**src/rtl/uart_tx_arbiter.sv**
```systemverilog
// uart_tx_arbiter: round-robin sharing of one UART transmitter.
// Optional start timeout is enabled with `define UART_TX_ARB_TIMEOUT_EN.
module uart_tx_arbiter #(
  parameter int NUM_REQ       = 4,
  parameter int DATA_BITS     = 8,
  parameter int START_TIMEOUT = 1024
) (
  input  logic                           SysClk,
  input  logic                           Rst,
  input  logic [NUM_REQ-1:0]             Req,
  input  logic [NUM_REQ*DATA_BITS-1:0]   Req_Data,
  output logic [NUM_REQ-1:0]             Ack,
  output logic [NUM_REQ-1:0]             Done,
  output logic [$clog2(NUM_REQ)-1:0]     Grant_Id,
  output logic                           Arb_Busy,
  output logic [DATA_BITS-1:0]           Tx_Data,
  output logic                           Transmit_Start,
  input  logic                           Tx_Busy,
  output logic                           Timeout_Err
);

  localparam int IDW = $clog2(NUM_REQ);

  typedef enum logic [1:0] {
    IDLE,
    START,
    WAIT_DONE
  } state_t;

  state_t               state, state_nxt;
  logic [IDW-1:0]       last, last_nxt;
  logic [IDW-1:0]       gid_nxt, win, idx;
  logic                 found;
  logic [NUM_REQ-1:0]   ack_nxt, done_nxt;
  logic [DATA_BITS-1:0] txd_nxt;
  logic                 start_nxt;

`ifdef UART_TX_ARB_TIMEOUT_EN
  localparam int CW = $clog2(START_TIMEOUT + 1);
  logic [CW-1:0] cnt, cnt_nxt;
  logic          tmo_nxt;
`endif

  // Round-robin search: nearest requester after the last one served wins
  always_comb begin
    win   = '0;
    idx   = '0;
    found = 1'b0;
    for (int off = NUM_REQ; off >= 1; off--) begin
      idx = IDW'((int'(last) + off) % NUM_REQ);
      if (Req[idx]) begin
        found = 1'b1;
        win   = idx;
      end
    end
  end

  // Next-state and registered-output logic
  always_comb begin
    state_nxt = state;
    last_nxt  = last;
    gid_nxt   = Grant_Id;
    txd_nxt   = Tx_Data;
    start_nxt = Transmit_Start;
    ack_nxt   = '0;
    done_nxt  = '0;
`ifdef UART_TX_ARB_TIMEOUT_EN
    cnt_nxt   = cnt;
    tmo_nxt   = 1'b0;
`endif
    unique case (state)
      IDLE: begin
        if (found && !Tx_Busy) begin
          txd_nxt      = Req_Data[int'(win)*DATA_BITS +: DATA_BITS];
          gid_nxt      = win;
          ack_nxt[win] = 1'b1;
          start_nxt    = 1'b1;
          state_nxt    = START;
`ifdef UART_TX_ARB_TIMEOUT_EN
          cnt_nxt      = '0;
`endif
        end
      end
      START: begin
        if (Tx_Busy) begin
          start_nxt = 1'b0;
          state_nxt = WAIT_DONE;
        end
`ifdef UART_TX_ARB_TIMEOUT_EN
        else if (cnt == CW'(START_TIMEOUT - 1)) begin
          start_nxt          = 1'b0;
          tmo_nxt            = 1'b1;
          done_nxt[Grant_Id] = 1'b1;
          last_nxt           = Grant_Id;
          state_nxt          = IDLE;
        end else begin
          cnt_nxt = cnt + 1'b1;
        end
`endif
      end
      WAIT_DONE: begin
        if (!Tx_Busy) begin
          done_nxt[Grant_Id] = 1'b1;
          last_nxt           = Grant_Id;
          state_nxt          = IDLE;
        end
      end
      default: state_nxt = IDLE;
    endcase
  end

  // State, pointer and output registers
  always_ff @(posedge SysClk or posedge Rst) begin
    if (Rst) begin
      state          <= IDLE;
      last           <= IDW'(NUM_REQ - 1);
      Grant_Id       <= '0;
      Tx_Data        <= '0;
      Transmit_Start <= 1'b0;
      Ack            <= '0;
      Done           <= '0;
      Arb_Busy       <= 1'b0;
    end else begin
      state          <= state_nxt;
      last           <= last_nxt;
      Grant_Id       <= gid_nxt;
      Tx_Data        <= txd_nxt;
      Transmit_Start <= start_nxt;
      Ack            <= ack_nxt;
      Done           <= done_nxt;
      Arb_Busy       <= (state_nxt != IDLE);
    end
  end

`ifdef UART_TX_ARB_TIMEOUT_EN
  // Start-handshake watchdog counter and error pulse
  always_ff @(posedge SysClk or posedge Rst) begin
    if (Rst) begin
      cnt         <= '0;
      Timeout_Err <= 1'b0;
    end else begin
      cnt         <= cnt_nxt;
      Timeout_Err <= tmo_nxt;
    end
  end
`else
  assign Timeout_Err = 1'b0;
`endif

endmodule

```
**config.mk**
```make
export PLATFORM = sky130hd
export DESIGN_NAME = uart_tx_arbiter
export DESIGN_NICKNAME = d
export VERILOG_FILES = /design/src/rtl/uart_tx_arbiter.sv
export SDC_FILE = /design/constraint.sdc
export NUM_CORES = 1
export LEC_CHECK = 0
export ABC_CLOCK_PERIOD_IN_PS = 4070
export BUFFER_PORTS_ARGS = -buffer_cell sky130_fd_sc_hd__buf_2
export CAP_MARGIN = 0
export CORE_UTILIZATION = 47
export CTS_BUF_LIST = sky130_fd_sc_hd__clkbuf_2
export CTS_CLUSTER_DIAMETER = 30
export DETAILED_ROUTE_END_ITERATION = 6
export PLACE_DENSITY_LB_ADDON = 0.25
export SLEW_MARGIN = 10
export SYNTH_ARGS = -nofsm -noshare
export SYNTH_HDL_FRONTEND = slang
export SYNTH_SLANG_ARGS = --single-unit
export TNS_END_PERCENT = 30
```
**constraint.sdc**
```tcl
create_clock -name SysClk -period 4.07 [get_ports SysClk]
set_input_delay 0.6105 -clock SysClk [delete_from_list [all_inputs] [get_ports SysClk]]
set_output_delay 0.6105 -clock SysClk [all_outputs]
set_load 0.1 [all_outputs]
```
==> results of run 1 <==
## power by group
group / internal (mW) / leakage (nW) / switching (mW) / total [mW]
Clock: 0.0846 / 0.0266 / 0.0756 / 0.160
Combinational: 0.153 / 0.500 / 0.619 / 0.773
Sequential: 0.316 / 0.290 / 0.0545 / 0.371
## synthesized netlist by cell type (all sizes together)
library cell  count  area share (%)
inv               4             1.2
mux2i             8             6.5
a21oi             1            0.41
and3             11             6.0
o21bai            2             2.1
o21a              1            0.61
or2               1            0.51
a211oi            9             5.5
clkbuf            2            0.61
nor4              2             2.0
a31oi             1            0.51
and2              3             1.5
conb              1            0.30
o21ai             4             1.6
buf               3             2.6
dfstp             2             4.3
nand2b            1            0.51
a21boi            1            0.61
xor2              1            0.71
nand3             2             1.2
dfrtp            22              45
nor3              2            0.81
nor2             16             4.9
a221oi            8             5.7
nor2b             2             1.0
nand2             9             2.7
a21o              1            0.61
## metal layers
metal	vias up	routed length [microns]
li1	549	-
met1	574	1310
met2	43	1500
met3	2	145
met4	0	10
met5	-	0
## worst max-delay path, stage by stage, from the launching register on
cell	delay (ps)
dfrtp_1	530
nor4_4	690
nand3_1	540
a221oi_1	400
a211oi_1	90
## logic make-up (layout without fill, tap and decap cells)
kind of cell    count (synthesis)  count (layout)
other cells                     1               1
buf+inv                         9              66
simple gates                   49              49
mux                             8               8
compound gates                 28              28
flops                          24              24
xor+xnor                        1               1
## flip-flops by register name, indices dropped and copies added, names as in the netlist
| signal | flops |
|---|---|
| last | 2 |
| Done | 4 |
| Ack | 4 |
| Grant_Id | 2 |
| state | 2 |
| Arb_Busy | 1 |
| Transmit_Start | 1 |
| Tx_Data | 8 |
## per-stage QoR
stage / instance area, sq um / util, %
floorplan: 1230 / -
global placement: 1520 / 61.3
detailed placement: 1520 / 61.3
CTS: 1560 / 63.1
global route: 1570 / 63.4
finish: 1570 / 63.4
## final cells by class
class | instances | area, sq um
repair buffers | 58 | 290
fillers | 233 | 906
inverters | 4 | 15.0
well taps | 30 | 37.5
flip-flops and latches | 24 | 603
multi-input cells | 87 | 581
clock buffers | 3 | 15.0
clock inverters | 1 | 30.0
## final timing paths
kind | startpoint | endpoint | depth (start not counted)
min in group SysClk | Tx_Busy | state[0] | 2
worst min-delay path | Rst | Done[1] | 2
worst min register to register | Grant_Id[0] | Done[2] | 1
max in group asynchronous | Rst | Ack[1] | 2
worst max-delay path | state[1] | Tx_Data[0] | 4
worst max register to register | state[1] | Tx_Data[0] | 4
## placed cells by master, fill, tap and decap left out, types with 3 or more instances in the layout
cell type and count:
a211oi_1 9, a221oi_1 8, and2_1 3, and3_1 10
buf_2 58, clkbuf_2 3, dfrtp_1 22, inv_1 4
mux2i_1 8, nand2_1 9, nor2_1 16, o21ai_0 4
==> impl_results.md, run 1 <==
* Status: complete, but fails checks
* Violated checks: design-rule violations
* Max Clock Skew at 8.23 ps
* Row cnt at 18
* Nets@finish at 217
* Setup bufs post-CTS at 0
* Slew Limit Fails at 0
* Worst path required time at 4310 ps
* H-Tree Level Count at 1
* Synth cell types at 32
* Synth warnings at 0
* Drt first pass iters at 7
* Initial antenna violation count at 0
* Pwr Total at 1.30 mW
* Pre-CTS WS at 1060 ps
* DIE WIDTH at 53.2 microns
* Vias per std cell at 5.64
* RSZ-0062 raised after global routing: false
* WHS at 384 ps
* Met2 Use GR at 35.9%
* Critical Path Start Type: register
* Final Hold Fails at 0
* Worst relative slew slack at 42.7%
* Detail Route Antenna Nets at 0
* CP Class: register to register
* DP Cell Count at 203
* Detailed Route WL at 2.97 mm
* Largest net degree at the start of global routing at 25
* Met3 Usage GRT at 4.31%
* GP Congestion at 0.737
* Clk root buf: clkbuf_2
* HP Class: primary input to asynchronous set/reset pin
* Worst Path Arrival at 2600 ps
* # DRC at 2
* Synth Area in Adders at 0%
* Complex-gate fraction of the synthesized area at 17.7%
* Critical Path Fanout Max at 15
* Syn Nets at 159
* # port buffers at 58
* Sequential-to-total area share from yosys stat at 49.0%
* IO Pins at 60
* Routed vias at 1,168
* Count of state elements after synthesis at 24
* Die Area at 2830 sq um
* Initial Utilization at 49.6%
* Area grow syn2layout at 27.8%
* XOR/XNOR share of the synthesized area at 0.712%
* Core Area at 2480 sq um
* Post-Layout Cell Count at 207
* CP endpoint kind: register
* Worst-Margin Slew at 859 ps
* Maxcap violations at 0
* Number of clock sinks at 24
* Post-DP HPWL at 2.21 mm
* CTS resizes at 0
* Antenna fix cells at 0
* Worst-path clk slew at 240 ps
* Layout cells sized above 1 at 39.5%
* Total gr overflow at 0
* Post-Synth Simple-Gate Area at 21.3%
* Multiplexer share of the synthesized area at 6.51%
* Post-CTS Hold Buffers at 0
* Vias in the first global route at 1,059
* Fin crit share at 57.9%
* Wirelength per Cell at 14.3 microns
* Setup violators final at 0
* Grt peak-use layer: met2
* CTS buffer count at 3
* Worst skew pair latency at 350 ps
* Synthesized cell area at 1230 sq um
* Maximum root-to-sink buffer count at 2
* Setup TNS Final at 0 ps
* GRT Total Usage at 23.3%
* Initial DRC Count at 25
* Final worst slack at 1710 ps
* Max VDD drop at 0.518 mV
* Met1 Track Usage GR at 32.4%
* Tmin final at 2360 ps
* Syn avg cell area at 10.2 sq um
* R2R setup slack at 1710 ps
* CTS tree: done
* PD cells at 830 nW/um^2
* Largest family of logic cells by synthesized area: simple AND/OR/NAND/NOR gates
* Fmax at 424 MHz
* Leakage at 0.816 nW
* Die height at 53.2 microns
* Post-Syn Instances at 120
* First-pass GRT wire length at 4.75 mm
Power figures use the tool's default switching activity.
==> run 2, diff against run 1 <==
- ABC_CLOCK_PERIOD_IN_PS: 4070 -> 2250
- clock period: 4.07 -> 2.25 ns (I/O delays scaled with it)
==> impl_results.md, run 2 (synthesis gave the netlist of run 1 again) <==
* CP max stage cell: dfstp_2
* CP Class: register to register
* Layout cells sized above 1 at 40.4%
* Worst Path Arrival at 2160 ps
* Die height at 53.2 microns
* Max Clock Skew at 3.01 ps
* Vias in the first global route at 1,093
* DP Area at 1530 sq um
* PD cells at 1490 nW/um^2
* Tmin final at 1920 ps
* # DRC at 2
* Fin crit share at 85.5%
* WHS at 133 ps
* Final design area excluding fillers at 1580 sq um
* Violated checks: design-rule violations
* Number of clock sinks at 24
* Clk root buf: clkbuf_2
* DP Cell Count at 204
* R2R setup slack at 330 ps
* Worst-Margin Slew at 897 ps
* Slew Limit Fails at 0
* Worst relative slew slack at 40.2%
* Total gr overflow at 0
* Critical Path Start Type: register
* Nets@finish at 218
* Status: complete, but fails checks
* Post-DP HPWL at 2.16 mm
* Most common cell after layout, fill and taps aside: buf_2
* Initial antenna violation count at 0
* # port buffers at 58
* Worst path required time at 2490 ps
* RSZ-0062 raised after global routing: false
* Post-CTS Hold Buffers at 0
* Worst skew pair latency at 340 ps
* Max VDD drop at 0.969 mV
* Fmax at 520 MHz
* Vias per std cell at 5.45
* Area grow syn2layout at 28.8%
* First-pass GRT wire length at 4.59 mm
* Initial Utilization at 49.6%
* Largest Register: Tx_Data
* CP endpoint kind: register
* Crit path max-delay family: compound AO/OA/AOI/OAI gates
* Largest net degree at the start of global routing at 25
* Maxcap violations at 0
* Routed vias at 1,133
* Maximum root-to-sink buffer count at 2
* Worst-path clk slew at 230 ps
* Footprint of the multi-input gates at 586 sq um
* Leakage at 0.822 nW
* Row cnt at 18
* Post-Layout Cell Count at 208
* Detail Route Antenna Nets at 0
* DIE WIDTH at 53.2 microns
* GP Congestion at 0.808
* Critical Path, Cell by Cell: nand2b_1, a21o_1, nand3_2, a221oi_1, a211oi_1
* Wirelength per Cell at 14.5 microns
* Core Area at 2480 sq um
* Critical Path Fanout Max at 10
* Antenna fix cells at 0
* Final Hold Fails at 0
* Initial DRC Count at 25
* Max reg flops at 8
* Setup violators final at 0
* Commonest non-fill, non-tap cells in the layout: 58 x buf_2, 22 x dfrtp_1, 16 x nor2_1
* H-Tree Level Count at 1
* Drt first pass iters at 6
* # fillers at 217
* Die Area at 2830 sq um
* Biggest regs: Tx_Data x8, Ack x4, Done x4
* Buffers & Inverters on Critical Path at 0
* Register area at 603 sq um
* GRT Total Usage at 22.8%
* Slowest cell delay on critical path at 630 ps
* CTS buffer count at 3
* CTS tree: done
* Detailed Route WL at 3.01 mm
* Setup TNS Final at 0 ps
* HP Class: primary input to asynchronous set/reset pin
* IO Pins at 60
run 2: cell types whose count changed in the layout (fill, tap and decap cells not counted), sizes merged:
cell	previous run	this run
buf	58	59
run 2: what timing repair did:
| item | 4_1_cts | 5_1_grt |
|---|---|---|
| endpoints found under the hold margin | 0 | 0 |
| buffers inserted | 0 | 0 |
| gates resized for setup | 0 | 2 |
| setup endpoints to repair | 0 | 8 |
run 2: cell type report:
type / instances / area share, %
Clock buffer: 3 / 0.948
Clock inverter: 1 / 1.90
Inverter: 4 / 0.948
Multi-Input combinational cell: 87 / 37.0
Sequential cell: 24 / 38.1
Tap cell: 30 / 2.37
Timing Repair Buffer: 59 / 18.8
run 2: worst reg2reg max path, cell delays in order, from the launching register on:
cell and delay [ps]:
dfstp_2 630, nand2b_1 120, a21o_1 280, nand3_2 270, a221oi_1 420, a211oi_1 100
run 2: through the flow:
stage	power, mW	utilization (%)	worst slack [ps]
6_report	2.36	63.9	327
5_1_grt	2.47	63.9	166
4_1_cts	2.36	63.4	54.9
3_5_place_dp	2.07	61.6	107
3_3_place_gp	2.05	61.6	303
2_1_floorplan	1.85	-	665
run 2: worst paths after layout:
kind	from	to	depth (start not counted)
worst max-delay path	last[1]	Tx_Data[1]	5
worst min-delay path	Rst	Grant_Id[0]	2
worst max register to register	last[1]	Tx_Data[1]	5
worst min register to register	last[1]	last[1]	2
max in group asynchronous	Rst	Grant_Id[1]	2
min in group SysClk	Tx_Busy	state[0]	2
run 2: routing by layer:
layer / vias up / GRT usage [%] / wire length (microns)
met1: 540 / 28.5 / 1360
met5: - / 0 / 0
met3: 4 / 5.17 / 154
met2: 38 / 36.9 / 1460
met4: 0 / 11.0 / 39
li1: 551 / - / -
run 2: report_power, final:
group	switching (mW)	internal, mW	total (mW)	leakage (nW)
Combinational	1.12	0.281	1.40	0.506
Sequential	0.101	0.572	0.673	0.290
Clock	0.134	0.153	0.287	0.0266
==> run 3, diff against run 2 <==
- MAX_ROUTING_LAYER: unset -> met4
- SLEW_MARGIN: 10 -> 30
==> impl_results.md, run 3 (synthesis gave the netlist of run 1 again) <==
* Status: complete, but fails checks
* Violated checks: design-rule violations
* Row cnt at 18
* Pre-CTS WS at 107 ps
* Leakage at 0.826 nW
* PD cells at 1480 nW/um^2
* GP Congestion at 0.820
* Maximum root-to-sink buffer count at 2
* Critical Path Start Type: register
* Buffers & Inverters on Critical Path at 0
* Detail Route Antenna Nets at 0
* H-Tree Level Count at 1
* Crit path max-delay family: compound AO/OA/AOI/OAI gates
* Detailed Route WL at 3.01 mm
* Most common cell after layout, fill and taps aside: buf_2
* Worst-Margin Slew at 495 ps
* Routed vias at 1,135
* Worst path required time at 2490 ps
* Max reg flops at 8
* Number of clock sinks at 24
* Fmax at 520 MHz
* First-pass GRT wire length at 4.58 mm
* Area grow syn2layout at 29.6%
* Wirelength per Cell at 14.4 microns
* DP Area at 1530 sq um
* Antenna fix cells at 0
* IO Pins at 60
* Core Area at 2480 sq um
* Pwr Total at 2.36 mW
* Worst Path Arrival at 2160 ps
* DIE WIDTH at 53.2 microns
* Drt first pass iters at 6
* # DRC at 2
* Layout cells sized above 1 at 40.8%
* Worst-path clk slew at 230 ps
* Largest Register: Tx_Data
* Fin crit share at 85.5%
* Final design area excluding fillers at 1590 sq um
* CTS tree: done
* Maxcap violations at 0
* Hold Startpoint: Tx_Busy
* # port buffers at 58
* CP Class: register to register
* Initial Utilization at 49.6%
* HP Class: primary input to register
* Initial DRC Count at 25
* Total gr overflow at 0
* Clk root buf: clkbuf_2
* Die Area at 2830 sq um
* Initial antenna violation count at 0
* Nets@finish at 219
* Worst skew pair latency at 340 ps
* Slew Limit Fails at 0
* Max Clock Skew at 3.01 ps
* Setup TNS Final at 0 ps
* Critical Path Fanout Max at 10
* Final worst slack at 327 ps
* Worst hold path depth at 2
* GRT Total Usage at 23.4%
* Worst r2r src: last[1]
* Setup violators final at 0
* Slowest cell delay on critical path at 630 ps
* Biggest regs: Tx_Data x8, Ack x4, Done x4
* Critical Path, Cell by Cell: nand2b_1, a21o_1, nand3_2, a221oi_1, a211oi_1
* CP max stage cell: dfstp_2
* Critical path depth in cells at 5
* Setup bufs post-CTS at 0
* Max VDD drop at 0.969 mV
* Vias in the first global route at 1,094
* Path depth of the worst reg2reg path at 5
* # fillers at 216
* Worst hold endpoint: state[0]
* Largest net degree at the start of global routing at 25
* RSZ-0062 raised after global routing: false
* R2r endpoint: Tx_Data[1]
* Die height at 53.2 microns
* Vias per std cell at 5.43
* Tmin final at 1920 ps
* CTS buffer count at 3
* Post-DP HPWL at 2.16 mm
* Commonest non-fill, non-tap cells in the layout: 58 x buf_2, 22 x dfrtp_1, 16 x nor2_1
* CP endpoint kind: register
* Final Hold Fails at 0
* Worst relative slew slack at 66.7%
* Post-Layout Cell Count at 209
* R2R setup slack at 330 ps
* DP Cell Count at 204
## run 3: changes by cell type in the layout (fill, tap and decap cells not counted), sizes merged
cell / previous run / this run
dlygate4sd3: 0 / 1
## run 3: area by class of cell
type	instances	area, sq um	share of cell area [%]
clock buffers	3	15.0	0.942
inverters	4	15.0	0.942
multi-input cells	87	586	36.7
well taps	30	37.5	2.35
repair buffers	60	308	19.3
clock inverters	1	30.0	1.88
flip-flops and latches	24	603	37.8
## run 3: worst max-delay path by stage
stage,from,to,slack [ps]
after global routing,last[1],Tx_Data[0],170
final,last[1],Tx_Data[1],330
after global placement,Tx_Busy,Tx_Data[1],300
after detailed placement,Tx_Busy,Tx_Data[0],110
after floorplan,last[1],Tx_Data[0],660
after CTS,state[1],Tx_Data[1],50
## run 3: layer usage
metal	vias up	GRT usage [%]	part of all wire [%]
li1	553	-	-
met1	540	28.5	45
met2	38	36.9	48
met3	4	5.17	5.1
met4	0	11.0	1.3
met5	-	-	0
## run 3: metrics by stage
step / util (%) / hold WS [ps]
6_report: 64.3 / 235
5_1_grt: 64.3 / 198
4_1_cts: 63.4 / 163
3_5_place_dp: 61.6 / 486
3_3_place_gp: 61.6 / 485
2_1_floorplan: - / 351
## run 3: worst reg2reg max path: cells and delay by family (launching register included)
family	cells	cell delay, ps
AOI/OAI and AO/OA	3	800
and+or+nand+nor	2	390
DFF	1	630
## run 3: repair_timing
| item | in CTS | in global routing |
|---|---|---|
| hold buffers | 0 | 1 |
| hold endpoints to repair | 0 | 12 |
| setup endpoints to repair | 0 | 8 |
| resized for setup | 0 | 2 |
## run 3: power by group
group / switching [mW] / internal (mW)
clock: 0.134 / 0.153
combinational: 1.12 / 0.282
sequential: 0.101 / 0.572
